[config.mk]
export PLATFORM = sky130hd
export DESIGN_NAME = led_anim_ctrl
export DESIGN_NICKNAME = d
export VERILOG_FILES = /design/src/rtl/led_anim_pkg.sv /design/src/rtl/led_anim_ctrl_sw_debounce.sv /design/src/rtl/led_anim_ctrl.sv
export SDC_FILE = /design/constraint.sdc
export NUM_CORES = 1
export LEC_CHECK = 0
export ABC_AREA = 1
export CORE_MARGIN = 1.5
export CORE_UTILIZATION = 55
export CTS_CLUSTER_SIZE = 16
export DETAILED_ROUTE_END_ITERATION = 8
export HOLD_SLACK_MARGIN = 0.03
export PLACE_DENSITY = 0.79
export SETUP_SLACK_MARGIN = 0.5
export SKIP_CTS_REPAIR_TIMING = 1
export SLEW_MARGIN = 20
export SYNTH_ARGS = -nofsm -noshare
export SYNTH_HDL_FRONTEND = slang
export SYNTH_SLANG_ARGS = --single-unit
[constraint.sdc]
create_clock -name clk -period 1.9 [get_ports clk]
set_clock_uncertainty 0.1 [all_clocks]
set_input_delay 0.38 -clock clk [delete_from_list [all_inputs] [get_ports clk]]
set_output_delay 0.38 -clock clk [all_outputs]
set_load 0.005 [all_outputs]
[src/rtl/led_anim_pkg.sv]
// Shared encodings, FSM state constants and the LED bar pattern for the led_anim_ctrl sequencer.
package led_anim_pkg;

    localparam int FRAMES = 32;
    localparam int LEDS   = 16;
    localparam int FM_W   = $clog2(FRAMES);

    localparam logic [1:0] MODE_STOP = 2'b00;
    localparam logic [1:0] MODE_SLOW = 2'b01;
    localparam logic [1:0] MODE_MED  = 2'b10;
    localparam logic [1:0] MODE_FAST = 2'b11;

    typedef logic [1:0] anim_state_t;
    localparam anim_state_t IDLE = 2'd0;
    localparam anim_state_t RUN  = 2'd1;
    localparam anim_state_t WAIT = 2'd2;

    // Fill count rises 0..16 then drains back down; the lit LEDs grow from the MSB.
    function automatic logic [LEDS-1:0] bar_pattern(input logic [FM_W-1:0] n);
        logic [5:0] c;
        c = (n <= 5'd16) ? {1'b0, n} : (6'd32 - {1'b0, n});
        return ~(16'hFFFF >> c);
    endfunction

endpackage

[src/rtl/led_anim_ctrl_sw_debounce.sv]
// Two-flop synchroniser plus stability counter: the output takes a new switch value
// only after it has been seen unchanged for DEB_CYCLES consecutive cycles.
module sw_debounce #(
    parameter int W          = 2,
    parameter int DEB_CYCLES = 1000000
) (
    input  logic         clk,
    input  logic         rst_n,
    input  logic [W-1:0] sw_in,
    output logic [W-1:0] sw_out
);

    localparam int DW = $clog2(DEB_CYCLES + 1);

    logic [W-1:0]  sync1_r;
    logic [W-1:0]  sync2_r;
    logic [W-1:0]  cand_r;
    logic [W-1:0]  out_r;
    logic [DW-1:0] cnt_r;

    // Bring the asynchronous switches into the clock domain.
    always_ff @(posedge clk or negedge rst_n) begin
        if (!rst_n) begin
            sync1_r <= {W{1'b0}};
            sync2_r <= {W{1'b0}};
        end else begin
            sync1_r <= sw_in;
            sync2_r <= sync1_r;
        end
    end

    // The cycle a new candidate appears already counts as its first stable cycle.
    always_ff @(posedge clk or negedge rst_n) begin
        if (!rst_n) begin
            cand_r <= {W{1'b0}};
            cnt_r  <= {DW{1'b0}};
            out_r  <= {W{1'b0}};
        end else if (sync2_r != cand_r) begin
            cand_r <= sync2_r;
            cnt_r  <= DW'(1);
        end else if (cnt_r >= DW'(DEB_CYCLES - 1)) begin
            out_r  <= cand_r;
        end else begin
            cnt_r  <= cnt_r + DW'(1);
        end
    end

    assign sw_out = out_r;

endmodule

[src/rtl/led_anim_ctrl.sv]
// Frame sequencer for the 16-LED bar animation: debounced speed switches, frame tick timer
// and a valid/ready frame FSM. Defining LED_ANIM_STEP_EN adds the single-step input.
module led_anim_ctrl
    import led_anim_pkg::*;
#(
    parameter int CNT_W      = 27,
    parameter int T_SLOW     = 100000000,
    parameter int T_MED      = 50000000,
    parameter int T_FAST     = 20000000,
    parameter int DEB_CYCLES = 1000000
) (
    input  logic            clk,
    input  logic            rst_n,
    input  logic            sw0,
    input  logic            sw1,
`ifdef LED_ANIM_STEP_EN
    input  logic            step,
`endif
    input  logic            frame_ready,
    output logic            frame_valid,
    output logic [FM_W-1:0] fm_no,
    output logic [LEDS-1:0] frame,
    output logic [1:0]      mode,
    output logic            overrun
);

    logic [1:0]      mode_s;
    logic [1:0]      mode_q_r;
    logic            mode_chg_s;
    logic [CNT_W-1:0] period_m1_s;
    logic [CNT_W-1:0] cnt_r;
    logic            tick_s;
    logic            step_edge_s;
    anim_state_t     state_r;
    anim_state_t     state_nx_s;
    logic            adv_s;
    logic [FM_W-1:0] fm_no_r;
    logic [LEDS-1:0] frame_r;
    logic            valid_r;
    logic            overrun_r;

    sw_debounce #(
        .W          (2),
        .DEB_CYCLES (DEB_CYCLES)
    ) u_sw_debounce (
        .clk    (clk),
        .rst_n  (rst_n),
        .sw_in  ({sw0, sw1}),
        .sw_out (mode_s)
    );

    // Reload value for the tick counter in the current mode.
    always_comb begin
        case (mode_s)
            MODE_SLOW: period_m1_s = CNT_W'(T_SLOW - 1);
            MODE_MED:  period_m1_s = CNT_W'(T_MED - 1);
            MODE_FAST: period_m1_s = CNT_W'(T_FAST - 1);
            MODE_STOP: period_m1_s = {CNT_W{1'b0}};
            default:   period_m1_s = {CNT_W{1'b0}};
        endcase
    end

    assign mode_chg_s = (mode_s != mode_q_r);
    assign tick_s     = (cnt_r == {CNT_W{1'b0}}) && (mode_s != MODE_STOP) && !mode_chg_s;

    // Tick timer: restarts a full period on every mode change so the first tick is P cycles later.
    always_ff @(posedge clk or negedge rst_n) begin
        if (!rst_n) begin
            mode_q_r <= MODE_STOP;
            cnt_r    <= {CNT_W{1'b0}};
        end else begin
            mode_q_r <= mode_s;
            if (mode_chg_s || tick_s) begin
                cnt_r <= period_m1_s;
            end else if (mode_s != MODE_STOP) begin
                cnt_r <= cnt_r - CNT_W'(1);
            end else begin
                cnt_r <= cnt_r;
            end
        end
    end

`ifdef LED_ANIM_STEP_EN
    logic [2:0] step_sh_r;

    // Synchronise the step button and keep one extra stage for edge detection.
    always_ff @(posedge clk or negedge rst_n) begin
        if (!rst_n) begin
            step_sh_r <= 3'b000;
        end else begin
            step_sh_r <= {step_sh_r[1:0], step};
        end
    end

    assign step_edge_s = step_sh_r[1] & ~step_sh_r[2];
`else
    assign step_edge_s = 1'b0;
`endif

    // Frame FSM next state; adv_s marks the cycle a new frame is issued.
    always_comb begin
        state_nx_s = state_r;
        adv_s      = 1'b0;
        case (state_r)
            IDLE: begin
                if (mode_s != MODE_STOP) begin
                    state_nx_s = RUN;
                end else if (step_edge_s) begin
                    adv_s      = 1'b1;
                    state_nx_s = WAIT;
                end else begin
                    state_nx_s = IDLE;
                end
            end
            RUN: begin
                if (tick_s) begin
                    adv_s      = 1'b1;
                    state_nx_s = WAIT;
                end else if (mode_s == MODE_STOP) begin
                    state_nx_s = IDLE;
                end else begin
                    state_nx_s = RUN;
                end
            end
            WAIT: begin
                if (frame_ready) begin
                    state_nx_s = (mode_s == MODE_STOP) ? IDLE : RUN;
                end else begin
                    state_nx_s = WAIT;
                end
            end
            default: state_nx_s = IDLE;
        endcase
    end

    // Frame registers: index and pattern change together with frame_valid rising.
    always_ff @(posedge clk or negedge rst_n) begin
        if (!rst_n) begin
            state_r   <= IDLE;
            fm_no_r   <= {FM_W{1'b0}};
            frame_r   <= {LEDS{1'b0}};
            valid_r   <= 1'b0;
            overrun_r <= 1'b0;
        end else begin
            state_r <= state_nx_s;
            if (adv_s) begin
                fm_no_r <= fm_no_r + 5'd1;
                frame_r <= bar_pattern(fm_no_r + 5'd1);
                valid_r <= 1'b1;
            end else if ((state_r == WAIT) && frame_ready) begin
                valid_r <= 1'b0;
            end else begin
                valid_r <= valid_r;
            end
            if ((state_r == WAIT) && tick_s) begin
                overrun_r <= 1'b1;
            end else begin
                overrun_r <= overrun_r;
            end
        end
    end

    assign frame_valid = valid_r;
    assign fm_no       = fm_no_r;
    assign frame       = frame_r;
    assign mode        = mode_s;
    assign overrun     = overrun_r;

endmodule

== Yosys cells after proc, flatten, opt, wreduce, memory -nomap -nowiden ==
Cells that the tools add are included.

* Register bits: 82
* Input port bits: 5
* Output and inout bits: 25
* Logic and storage cells: 57

* Add/subtract/negate cells: 4
* Order comparisons: 2
* Equality and inequality tests: 8
* Shift operators: 1
* Multiplexer cells: 15
* Bitwise logic cells: 2
* Reductions and logical operators: 13

{| class="wikitable"
|+ Operator list
! cell !! number
|-
| $pmux W27 S4 || 1
|-
| $mux W27 || 2
|-
| $mux W20 || 2
|-
| $logic_not A27 Y1 || 1
|-
| $sub A27 B1 Y27 const B || 1
|-
| $add A20 B1 Y20 const B || 1
|-
| $ge A20 B20 Y1 const B || 1
|-
| $not A16 Y16 || 1
|-
| $shr A16 B6 Y16 const A || 1
|-
| $eq A2 B2 Y1 const B || 3
|-
| $mux W1 || 6
|-
| $mux W6 || 1
|-
| $pmux W2 S3 || 1
|-
| $reduce_bool A2 Y1 || 3
|-
| $sub A6 B5 Y6 const A || 1
|-
| $add A5 B1 Y5 const B || 1
|-
| $le A5 B5 Y1 const B || 1
|-
| $eq A2 B1 Y1 const B || 2
|-
| $logic_and A1 B1 Y1 || 4
|-
| $logic_not A2 Y1 || 2
|-
| $mux W2 || 2
|-
| $ne A2 B2 Y1 || 2
|-
| $ne A2 B1 Y1 const B || 1
|-
| $reduce_and A2 Y1 || 1
|-
| 3 further kinds || 3
|}

== Logic depth before layout (Yosys ltp) ==
Gate-level depths: netlist (run 1).

* Word-level depth: 6
* Depth in mapped cells: 14
* Depth with buffers taken out: 14

== Hierarchy ==
A second synthesis (run 1) with hierarchy kept.

* Cell total of the unflattened synthesis: 678
* Area, all modules: 5009.8 µm²

{| class="wikitable"
|+ By module, submodules not included
! module !! times used !! cells each !! area each (µm²) !! seq. area each (µm²)
|-
| led_anim_ctrl || 1 || 439 || 3340.7 || 1351.3
|-
| sw_debounce || 1 || 239 || 1669.1 || 700.7
|}

== Worst setup path before layout (run 1) ==
Ideal clock, no wire load.

* Kind: reg-to-reg
* Start: register fm_no_r[0] (netlist: fm_no[0])
* End: register frame_r[13] (netlist: frame[13])
* Library setup time: 128 ps
* Data arrival time: 1612 ps
* Required time: 1672 ps
* Setup slack: 60 ps
* Stages on the path, launching flop included: 11
* Buffers on the path: 0
* Period minus slack after synthesis: 1840 ps
* Cell sequence: dfrtp_1 ha_1 nand3_1 nand2_1 nand2_1 inv_1 nor2_4 inv_2 nand3_2 o21ai_2 nand3_1

* Longest elaborated chain between the ends: 5
* Elaborated cells on any way between the ends: 6
* Those cells by class: add/sub (2); order compare (1); shift (1); mux (1); bitwise (1)

{| class="wikitable"
|+ Ends and longest elaborated chain
! element !! line !! text
|-
| start, declared || led_anim_ctrl.sv:37 || <nowiki>logic [FM_W-1:0] fm_no_r;</nowiki>
|-
| start signal, assigned || led_anim_ctrl.sv:140 || <nowiki>fm_no_r <= {FM_W{1'b0}};</nowiki>
|-
| start signal, assigned || led_anim_ctrl.sv:147 || <nowiki>fm_no_r <= fm_no_r + 5'd1;</nowiki>
|-
| $add A5 B1 Y5 (*) || led_anim_ctrl.sv:148 || <nowiki>frame_r <= bar_pattern(fm_no_r + 5'd1);</nowiki>
|-
| $sub A6 B5 Y6 / $le A5 B5 Y1 (equally long branches) || led_anim_pkg.sv:21 || <nowiki>c = (n <= 5'd16) ? {1'b0, n} : (6'd32 - {1'b0, n});</nowiki>
|-
| $mux W6 (*) || led_anim_pkg.sv:21 ||
|-
| $shr A16 B6 Y16 (*) || led_anim_pkg.sv:22 || <nowiki>return ~(16'hFFFF >> c);</nowiki>
|-
| $not A16 Y16 (*) || led_anim_pkg.sv:22 ||
|-
| end signal, assigned || led_anim_ctrl.sv:141 || <nowiki>frame_r <= {LEDS{1'b0}};</nowiki>
|-
| end signal, assigned || led_anim_ctrl.sv:148 ||
|-
| end, declared || led_anim_ctrl.sv:38 || <nowiki>logic [LEDS-1:0] frame_r;</nowiki>
|}

Mark *: on every way between the ends. The rest lies on a longest branch, timed or not.
A chain may end at the register's enable or synchronous reset.

== Worst setup path in the final report (run 1) ==
* Start: register cnt_r[7]
* End: register frame_r[1] (netlist: frame[1])

* Longest elaborated chain between the ends: 5

{| class="wikitable"
|+ Ends and longest elaborated chain
! element !! line !! text
|-
| start, declared || led_anim_ctrl.sv:31 || <nowiki>logic [CNT_W-1:0] cnt_r;</nowiki>
|-
| start signal, assigned || led_anim_ctrl.sv:70 || <nowiki>cnt_r <= {CNT_W{1'b0}};</nowiki>
|-
| start signal, assigned || led_anim_ctrl.sv:74 || <nowiki>cnt_r <= period_m1_s;</nowiki>
|-
| start signal, assigned || led_anim_ctrl.sv:76 || <nowiki>cnt_r <= cnt_r - CNT_W'(1);</nowiki>
|-
| $logic_not A27 Y1 || led_anim_ctrl.sv:64 || <nowiki>assign tick_s = (cnt_r == {CNT_W{1'b0}}) && (mode_s != MODE_STOP) && !mode_chg_s;</nowiki>
|-
| $logic_and A1 B1 Y1 (2 in series) || led_anim_ctrl.sv:64 ||
|-
| $mux W1 || led_anim_ctrl.sv:116 || <nowiki>if (tick_s) begin</nowiki>
|-
| $mux W1 || n/a ||
|}

Every way passes these cells.

==> run summary, run 1 <==
==============================================================================
Initial antenna violation count                                              0
Tightest Hold Check Type                                          flop to flop
Via count of the first global-routing pass                               4,375
Number of nets with antenna violations after detailed routing                0
Netlist area before placement                                        4860 um^2
Number of slew-limit violations in the final report                          0
# nets final                                                               782
Total gr overflow                                                            0
Fraction of the mapped netlist area in simple logic gates                34.7%
Maximum number of pins on one net before global-route repair                32
Clock Tree Root                                                       clkbuf_8
Most used cells in the layout excluding fill and tap cells        nand2_1, nor2_1, buf_4
Die Footprint                                                        9410 um^2
Largest stage delay on the critical path                               0.46 ns
Seq/Total Area, Yosys                                                    42.2%
WHS                                                                   0.254 ns
Cell row count                                                              34
CTS clk-pin slew, worst paths                                          0.09 ns
Worst Setup Start Kind                                                    flop
H-tree depth                                                                 3
Number of different library cells in the post-synthesis netlist             37
Latest clock arrival within the worst-skew pair                        0.38 ns
Worst setup timing slack at the placement stage                     -0.0103 ns
Largest family of logic cells by synthesized area                 simple AND/OR/NAND/NOR gates
Layout Cells excl Fill                                                     880
Max Cap Viol                                                                 0
Placed inst area                                                     5700 um^2
FF+latch count, synth                                                       82
Most common cell type on the critical path                              nor2_4
Sinks on the clock net                                                      82
P per Cell Area                                                    469 nW/um^2
Synthesis-to-finish area growth                                          41.9%
CP max FO                                                                    7
Required time of the critical path                                     2.11 ns
Cell-by-cell listing of the critical path                         nor2_4, nand2_2, nor2_8, nand3_4, nor2_4, nand4_4, buf_6, nor2_4, nand2_1, nand2_1
Area fraction in compound gates after synthesis                          7.13%
Routability congestion estimate from global placement                    0.926
Setup repair after global routing missed its margin                        yes
Flip-flop and latch area                                             2070 um^2
Worst Setup End Kind                                                      flop
Synth warn                                                                   0
Sum of negative setup slack                                         -0.0482 ns
Boundary Pins                                                               30
CTS Buf Count                                                                9
Antenna cells                                                                0
Worst reg2reg startpoint                                          cnt_r[7]$_DFFE_PN0P_
Fraction of layout instances using a drive strength above 1              42.4%
Share of the core filled with cells                                      79.9%
Wire length reported by the detailed router                            15.4 mm
Multi-input gate area                                                3230 um^2
Post-route worst setup slack                                        -0.0213 ns
Number of nets in the synthesized netlist                                  661
Relative max-transition margin                                           70.6%
Adder-cell share of the synthesized area                                 2.57%
Placed Cells                                                               800
# fillers                                                                  508
Vias post-DR                                                             5,113
Xor/xnor share of the synthesized area                                   7.03%
Floorplan die width                                                    97.0 um
Time the worst path needs with I/O delays and setup                    1.92 ns
Drt wl/cell                                                            17.5 um
Gate Count Post-Synth                                                      646
Number of buffer cells added on primary ports                               29
Violations in the final reports                                   negative setup slack
Master of the slowest instance on the critical path                    dfrtp_2
GRT Util Overall                                                         26.0%
DRC violation count after routing                                            0
Number of DRC violations after detailed-routing iteration 0                521
Finished layout cell area                                            6900 um^2
Die Ht                                                                 97.0 um
Transition time at the pin with the least slew margin                 0.441 ns
Worst Path Class, Setup                                           flop to flop
Outcome                                                           finished, violations left
Share of synthesized registers carrying an async set or reset             100%
Half-perimeter wire length after placement                             8.49 mm
Number of enable flip-flop cells after synthesis                             0
Core footprint                                                       8640 um^2
Arrival time worst endpoint                                            2.13 ns
Number of detailed-route iterations in the first pass                        7
Max Clk Rate                                                         0.520 GHz
Worst Min Path Start                                              u_sw_debounce.sync1_r[0]$_DFF_PN0_
Lkg Pwr                                                                3.64 nW
Global-route wire length before repair                                 20.0 mm
TritonCTS clock tree                                                      done
Maximum vdd drop                                                        401 uV
Deepest clock path buffer count                                              2
Period Utilization, post-route                                            101%
Most common flop cell mapped by yosys                                  dfrtp_1
Via count normalized by instance count                                    5.81
Initial Util                                                             56.3%
Synthesized area per cell                                            7.52 um^2
Mux contribution to synthesized area                                        0%
Post-layout power                                                      3.24 mW
Number of endpoints failing setup at the final stage                         6
Hold violation total from the final report                                   0
First element of the critical path                                cnt_r[7]$_DFFE_PN0P_
Most common cell after layout, fill and taps aside                     nand2_1
==============================================================================
logic make-up (layout without fill, tap and decap cells):
logic type	count (synthesis)	after routing
flops	82	82
compound gates	60	61
fa+ha+maj	10	10
xor+xnor	39	39
simple gates	379	383
buf+inv	76	197
cell type report:
class	count	share of cell area [%]
clock inverter	6	0.726
timing repair inverter	1	0.109
inverter	60	3.50
timing repair buffer	120	14.8
multi-input combinational	493	46.9
sequential	82	30.0
tap	108	1.96
clock buffer	10	2.00
metal layers:
metal	GRT usage, %	part of all wire [%]	up-vias
li1	-	-	2305
met1	34.7	39	2422
met2	42.7	48	295
met3	3.11	7.7	91
met4	11.3	4.8	0
met5	0	0	-
worst paths after layout:
kind                                                      end  slack [ns]  cells past startpoint
setup / recovery                         frame[1]$_DFFE_PN0P_       -0.02                     10
hold / removal             u_sw_debounce.sync2_r[0]$_DFF_PN0_        0.25                      0
setup reg to reg                         frame[1]$_DFFE_PN0P_       -0.02                     10
hold reg to reg            u_sw_debounce.sync2_r[0]$_DFF_PN0_        0.25                      0
max in group asynchronous               cnt_r[19]$_DFFE_PN0P_        0.76                      3
min in group asynchronous  u_sw_debounce.cnt_r[5]$_DFFE_PN0N_        0.38                      2
synthesized netlist by cell type (2+ instances only):
library cell	number	area (um^2)
nor2_8	2	40.0
nand2_1	179	672
inv_1	57	214
nor4_1	2	12.5
nand3_2	3	30.0
xor2_1	24	210
ha_1	10	125
a21oi_2	2	17.5
or2_2	4	25.0
buf_2	8	40.0
buf_6	2	22.5
inv_2	3	11.3
clkbuf_1	5	18.8
nand3_1	52	260
a21oi_1	23	115
dfrtp_1	82	2050
nor3_1	7	35.0
o21ai_1	15	75.1
xnor2_1	15	131
nor2_4	3	33.8
o21ai_0	12	60.1
nor2_1	98	368
nand4_1	10	62.6
nand2_2	7	43.8
o21ai_2	4	35.0
nor2_2	6	37.5
state kept, by name (all words and copies together), names as in the netlist:
signal	cells
overrun	1
state_r	2
u_sw_debounce.sync2_r	2
u_sw_debounce.cand_r	2
fm_no	5
frame	16
u_sw_debounce.sync1_r	2
u_sw_debounce.cnt_r	20
u_sw_debounce.sw_out	2
mode_q_r	2
frame_valid	1
cnt_r	27
critical path, delay by kind of cell, from the launching register on:
family,cells,cell delay (ns)
simple gates,9,1.12
buf+inv,1,0.18
flops,1,0.46
power breakdown:
part,leakage (nW),total [mW],internal [mW],switching (mW)
logic,2.45,0.208,0.0801,0.128
registers,1.10,1.77,1.76,0.0143
clock network,0.0895,1.26,0.525,0.731
(Power assumes the default switching activity.)
==> run 2: changes to the inputs <==
--- a/config.mk
+++ b/config.mk
@@ -7,11 +7,11 @@
 export LEC_CHECK = 0
 export ABC_AREA = 1
 export CORE_MARGIN = 1.5
-export CORE_UTILIZATION = 55
+export CORE_UTILIZATION = 30
 export CTS_CLUSTER_SIZE = 16
 export DETAILED_ROUTE_END_ITERATION = 8
 export HOLD_SLACK_MARGIN = 0.03
-export PLACE_DENSITY = 0.79
+export PLACE_DENSITY = 0.44
 export SETUP_SLACK_MARGIN = 0.5
 export SKIP_CTS_REPAIR_TIMING = 1
 export SLEW_MARGIN = 20
==> run 2 against run 1 <==
Compared with the run above:
- the run now ends clean
- core utilization down 33 points
- setup slack better by 0.048 ns
- die area up 80%
- power up 22%
- non-clock buffer count up 8
- global-route usage down 9.8 points
- sequential power about the same
- critical path type unchanged
- critical endpoint is now frame[15]$_DFFE_PN0P_
==> run summary, run 2 (synthesis gave the netlist of run 1 again) <==
============================================================================
Outcome                                                         complete, no violations
Number of endpoints failing setup at the final stage                       0
Share of the core filled with cells                                    47.3%
Number of DRC violations after detailed-routing iteration 0              270
Synthesis-to-finish area growth                                        54.0%
Worst Setup End Kind                                                    flop
Die Ht                                                                130 um
Fraction of layout instances using a drive strength above 1            44.3%
Arrival time worst endpoint                                          2.00 ns
P per Cell Area                                                  527 nW/um^2
Boundary Pins                                                             30
Required time of the critical path                                   2.03 ns
# fillers                                                              1,557
Clock Tree Root                                                    clkbuf_16
Latest clock arrival within the worst-skew pair                      0.35 ns
Core footprint                                                   15,800 um^2
Half-perimeter wire length after placement                           9.10 mm
Most used cells in the layout excluding fill and tap cells      nand2_1, buf_4, nor2_1
Initial Util                                                           30.7%
Via count normalized by instance count                                  4.68
Tightest Hold Check Type                                        flop to flop
Antenna cells                                                              0
Vias post-DR                                                           4,658
Time the worst path needs with I/O delays and setup                  1.87 ns
Peak-usage layer in the global routing report                           met2
Met1 Resource Use GR                                                   22.7%
TritonCTS clock tree                                                    done
Met2 Track Usage GR                                                    25.3%
Maximum vdd drop                                                      448 uV
Period Utilization, post-route                                         98.6%
Wire length reported by the detailed router                          14.4 mm
Number of flip-flops in the largest register                              27
Global routing usage on met3                                           2.95%
Worst Path Class, Setup                                         flop to flop
DRC violation count after routing                                          0
Hold violation total from the final report                                 0
GRT Util Overall                                                       16.1%
WHS                                                                 0.248 ns
Multi-input gate area                                              3380 um^2
Placed Cells                                                             923
Number of buffer cells added on primary ports                             29
Initial antenna violation count                                            0
Via count of the first global-routing pass                             4,405
Relative max-transition margin                                         74.8%
Floorplan die width                                                   130 um
# nets final                                                             789
Total gr overflow                                                          0
Number of nets with antenna violations after detailed routing              0
Post-route worst setup slack                                       0.0271 ns
Maximum number of pins on one net before global-route repair              41
Worst Setup Start Kind                                                  flop
Die Footprint                                                    17,000 um^2
Setup repair after global routing missed its margin                      yes
CP max FO                                                                 14
Number of detailed-route iterations in the first pass                      7
CTS Buf Count                                                              9
Transition time at the pin with the least slew margin               0.378 ns
Cell row count                                                            46
Routability congestion estimate from global placement                  0.864
Drt wl/cell                                                          14.5 um
Deepest clock path buffer count                                            2
Number of slew-limit violations in the final report                        0
Global-route wire length before repair                               21.5 mm
Sinks on the clock net                                                    82
Lkg Pwr                                                              3.91 nW
Worst setup timing slack at the placement stage                   0.00637 ns
Layout Cells excl Fill                                                   995
Register with the highest flop count                                   cnt_r
Most common cell after layout, fill and taps aside                   nand2_1
Max Clk Rate                                                       0.534 GHz
H-tree depth                                                               3
Max Cap Viol                                                               0
CTS clk-pin slew, worst paths                                        0.07 ns
Flip-flop and latch area                                           2070 um^2
============================================================================
[run 2: cell types whose count changed in the layout (fill, tap and decap cells not counted), moves of 4 or more]
cell,before,now
clkbuf_16,1,13
nand2_1,137,127
buf_4,71,80
clkbuf_2,19,10
nand2_4,13,22
clkbuf_8,10,2
dlymetal6s2s_1,6,13
a21oi_1,6,2
inv_2,13,17
nor2_2,26,22
nor2_4,9,13
[run 2: cell type report]
| cell class | instances | share of cell area, % |
|---|---|---|
| repair inverters | 1 | 0.100 |
| inverters | 60 | 3.26 |
| multi-input cells | 492 | 45.1 |
| clock inverters | 5 | 1.14 |
| flip-flops and latches | 82 | 27.6 |
| clock buffers | 11 | 3.38 |
| repair buffers | 128 | 15.8 |
| well taps | 216 | 3.61 |
[run 2: final timing paths]
check,start,endpoint,slack (ns),cells past startpoint
worst min-delay path,u_sw_debounce.sync1_r[1]$_DFF_PN0_,u_sw_debounce.sync2_r[1]$_DFF_PN0_,0.25,0
min in group asynchronous,rst_n,cnt_r[7]$_DFFE_PN0P_,0.39,2
max in group asynchronous,rst_n,cnt_r[6]$_DFFE_PN0P_,0.75,3
worst max register to register,cnt_r[4]$_DFFE_PN0P_,frame[15]$_DFFE_PN0P_,0.03,9
worst max-delay path,cnt_r[4]$_DFFE_PN0P_,frame[15]$_DFFE_PN0P_,0.03,9
worst min register to register,u_sw_debounce.sync1_r[1]$_DFF_PN0_,u_sw_debounce.sync2_r[1]$_DFF_PN0_,0.25,0
[run 2: metrics by stage]
stage / power (mW) / setup TNS (ns) / cell area (um^2)
floorplan: 1.86 / 0 / 5110
global placement: 1.93 / 0 / 5940
detailed placement: 1.93 / 0 / 5940
CTS: 3.96 / -0.0229 / 6280
global route: 4.09 / -1.34 / 7490
finish: 3.94 / 0 / 7490
[run 2: critical path, stage by stage (launching register included)]
cell and delay [ns]:
dfrtp_1 0.39, nor2_2 0.19, nand2_4 0.09, nor2_8 0.16
nand3_4 0.10, nor2_4 0.16, nand4_4 0.20, buf_12 0.23
nand2_2 0.06, o211ai_2 0.06
[run 2: per-layer routing]
layer / vias to the layer above / wire (um)
met3: 14 / 428
li1: 2325 / -
met5: - / 0
met2: 88 / 6840
met1: 2231 / 6980
met4: 0 / 151
[run 2: power by group]
group / total [mW] / switching [mW] / internal [mW]
Sequential: 1.77 / 0.0111 / 1.76
Clock: 2.00 / 0.765 / 1.23
Combinational: 0.176 / 0.114 / 0.0615
==> run 3: changes to the inputs <==
--- a/config.mk
+++ b/config.mk
@@ -6,6 +6,7 @@
 export NUM_CORES = 1
 export LEC_CHECK = 0
 export ABC_AREA = 1
+export CORE_ASPECT_RATIO = 0.8
 export CORE_MARGIN = 1.5
 export CORE_UTILIZATION = 30
 export CTS_CLUSTER_SIZE = 16
==> run 3 against run 2 <==
Compared with the run above:
- cell count is 1.8% lower
- global-route usage is 0.14 points lower
- design area is 6.8% lower
- wire length is 4.0% lower
- power is 5.2% lower
- non-clock buffer count is 14 lower
- hold slack worse by 0.00062 ns
- critical path depth is 1 higher
- largest cell class unchanged
- largest power group unchanged
- highest routed layer unchanged
==> run summary, run 3 (synthesis gave the netlist of run 1 again) <==
============================================================================
Outcome                                                         complete, no violations
Max Cap Viol                                                               0
Finished layout cell area                                          6980 um^2
Die Ht                                                                117 um
Antenna cells                                                              0
Number of slew-limit violations in the final report                        0
Number of nets with antenna violations after detailed routing              0
Floorplan die width                                                   145 um
Deepest clock path buffer count                                            2
Master of the slowest instance on the critical path                  dfrtp_2
Setup repair after global routing missed its margin                      yes
# fillers                                                              1,600
Initial antenna violation count                                            0
Period Utilization, post-route                                         97.1%
Arrival time worst endpoint                                          2.02 ns
Placed inst area                                                   5930 um^2
Share of the core filled with cells                                    44.2%
Flip-flop and latch area                                           2070 um^2
Drt wl/cell                                                          14.1 um
Hold violation total from the final report                                 0
Die Footprint                                                    17,000 um^2
P per Cell Area                                                  536 nW/um^2
TritonCTS clock tree                                                    done
CP max FO                                                                  7
Cell row count                                                            41
Initial Util                                                           30.8%
Global routing usage on met3                                           3.41%
Required time of the critical path                                   2.07 ns
# nets final                                                             772
Multi-input gate area                                              3060 um^2
Fraction of layout instances using a drive strength above 1            36.2%
Global-route wire length before repair                               21.4 mm
Register with the highest flop count                                   cnt_r
Most common cell after layout, fill and taps aside                   nand2_1
Number of buffer cells added on primary ports                             29
Routability congestion estimate from global placement                  0.895
Met1 Resource Use GR                                                   23.3%
Worst setup timing slack at the placement stage                 -0.000128 ns
CTS clk-pin slew, worst paths                                        0.06 ns
Number of DRC violations after detailed-routing iteration 0              245
Boundary Pins                                                             30
Cell-by-cell listing of the critical path                       ha_4, nand2_2, nand2_4, nor2_4, nand2_2, nor2_4, inv_4, nand3_4, nand2_4, o21ai_2
Largest stage delay on the critical path                             0.47 ns
Transition time at the pin with the least slew margin               0.349 ns
Worst Setup End Kind                                                    flop
Met2 Track Usage GR                                                    23.7%
H-tree depth                                                               3
Core footprint                                                   15,800 um^2
Via count of the first global-routing pass                             4,185
Tightest Hold Check Type                                        flop to flop
Synthesis-to-finish area growth                                        43.6%
DRC violation count after routing                                          0
Peak-usage layer in the global routing report                           met2
Latest clock arrival within the worst-skew pair                      0.35 ns
Sinks on the clock net                                                    82
Worst Setup Start Kind                                                  flop
Max Clk Rate                                                       0.542 GHz
Wire length reported by the detailed router                          13.8 mm
Top Family by Delay on Critical Path                            simple AND/OR/NAND/NOR gates
Worst Path Class, Setup                                         flop to flop
Maximum number of pins on one net before global-route repair              29
Relative max-transition margin                                         76.7%
Post-route worst setup slack                                       0.0551 ns
Vias post-DR                                                           4,552
Maximum vdd drop                                                      511 uV
Time the worst path needs with I/O delays and setup                  1.84 ns
GRT Util Overall                                                       16.0%
Clock Tree Root                                                    clkbuf_16
Total gr overflow                                                          0
Most used cells in the layout excluding fill and tap cells      nand2_1, nor2_1, dfrtp_1, buf_4, nand3_1
Number of detailed-route iterations in the first pass                      5
Lkg Pwr                                                              3.75 nW
Number of flip-flops in the largest register                              27
Half-perimeter wire length after placement                           9.85 mm
WHS                                                                 0.248 ns
CTS Buf Count                                                              9
Number of endpoints failing setup at the final stage                       0
Crit path buffers/inverters                                                1
Via count normalized by instance count                                  4.66
============================================================================
## run 3: changes by cell type in the layout (fill, tap and decap cells not counted), moves of 7 or more
| cell | previous run | this run |
|---|---|---|
| nand2_2 | 36 | 23 |
| buf_4 | 80 | 67 |
| nand3_2 | 20 | 8 |
| nor2_1 | 72 | 79 |
| nand2_1 | 127 | 154 |
| nand2_4 | 22 | 9 |
| nand3_1 | 32 | 44 |
## run 3: routing by layer
layer	wire, um	part of all wire [%]
met5	0	0
met4	120	0.87
met3	626	4.5
met2	5910	43
met1	7170	52
## run 3: area by class of cell
type / count / area share [%]
Tap cell: 215 / 3.85
Inverter: 60 / 3.37
Clock inverter: 6 / 1.00
Sequential cell: 82 / 29.7
Clock buffer: 10 / 3.42
Timing Repair Buffer: 114 / 14.8
Multi-Input combinational cell: 490 / 43.9
## run 3: where the power goes
part | internal (mW) | total, mW | leakage [nW] | switching (mW)
Combinational | 0.0486 | 0.142 | 2.50 | 0.0930
Clock | 1.07 | 1.83 | 0.154 | 0.763
Sequential | 1.76 | 1.77 | 1.10 | 0.00896
## run 3: path summary, 6_finish.rpt
check                                                        start                                 end  slack, ns  cells after the start
worst max-delay path                          fm_no[1]$_DFFE_PN0P_                frame[3]$_DFFE_PN0P_       0.06                     10
worst min-delay path            u_sw_debounce.sync1_r[0]$_DFF_PN0_  u_sw_debounce.sync2_r[0]$_DFF_PN0_       0.25                      0
worst max register to register                fm_no[1]$_DFFE_PN0P_                frame[3]$_DFFE_PN0P_       0.06                     10
worst min register to register  u_sw_debounce.sync1_r[0]$_DFF_PN0_  u_sw_debounce.sync2_r[0]$_DFF_PN0_       0.25                      0
max in group asynchronous                                    rst_n                cnt_r[2]$_DFFE_PN0P_       0.73                      3
min in group asynchronous                                    rst_n               cnt_r[19]$_DFFE_PN0P_       0.38                      2
## run 3: per-stage QoR
step | setup TNS, ns | power [mW] | std cells
2_1_floorplan | 0 | 1.86 | 646
3_3_place_gp | 0 | 1.93 | 921
3_5_place_dp | -0.000128 | 1.93 | 921
4_1_cts | -0.0990 | 3.82 | 937
5_1_grt | -0.169 | 3.91 | 977
6_report | 0 | 3.74 | 977
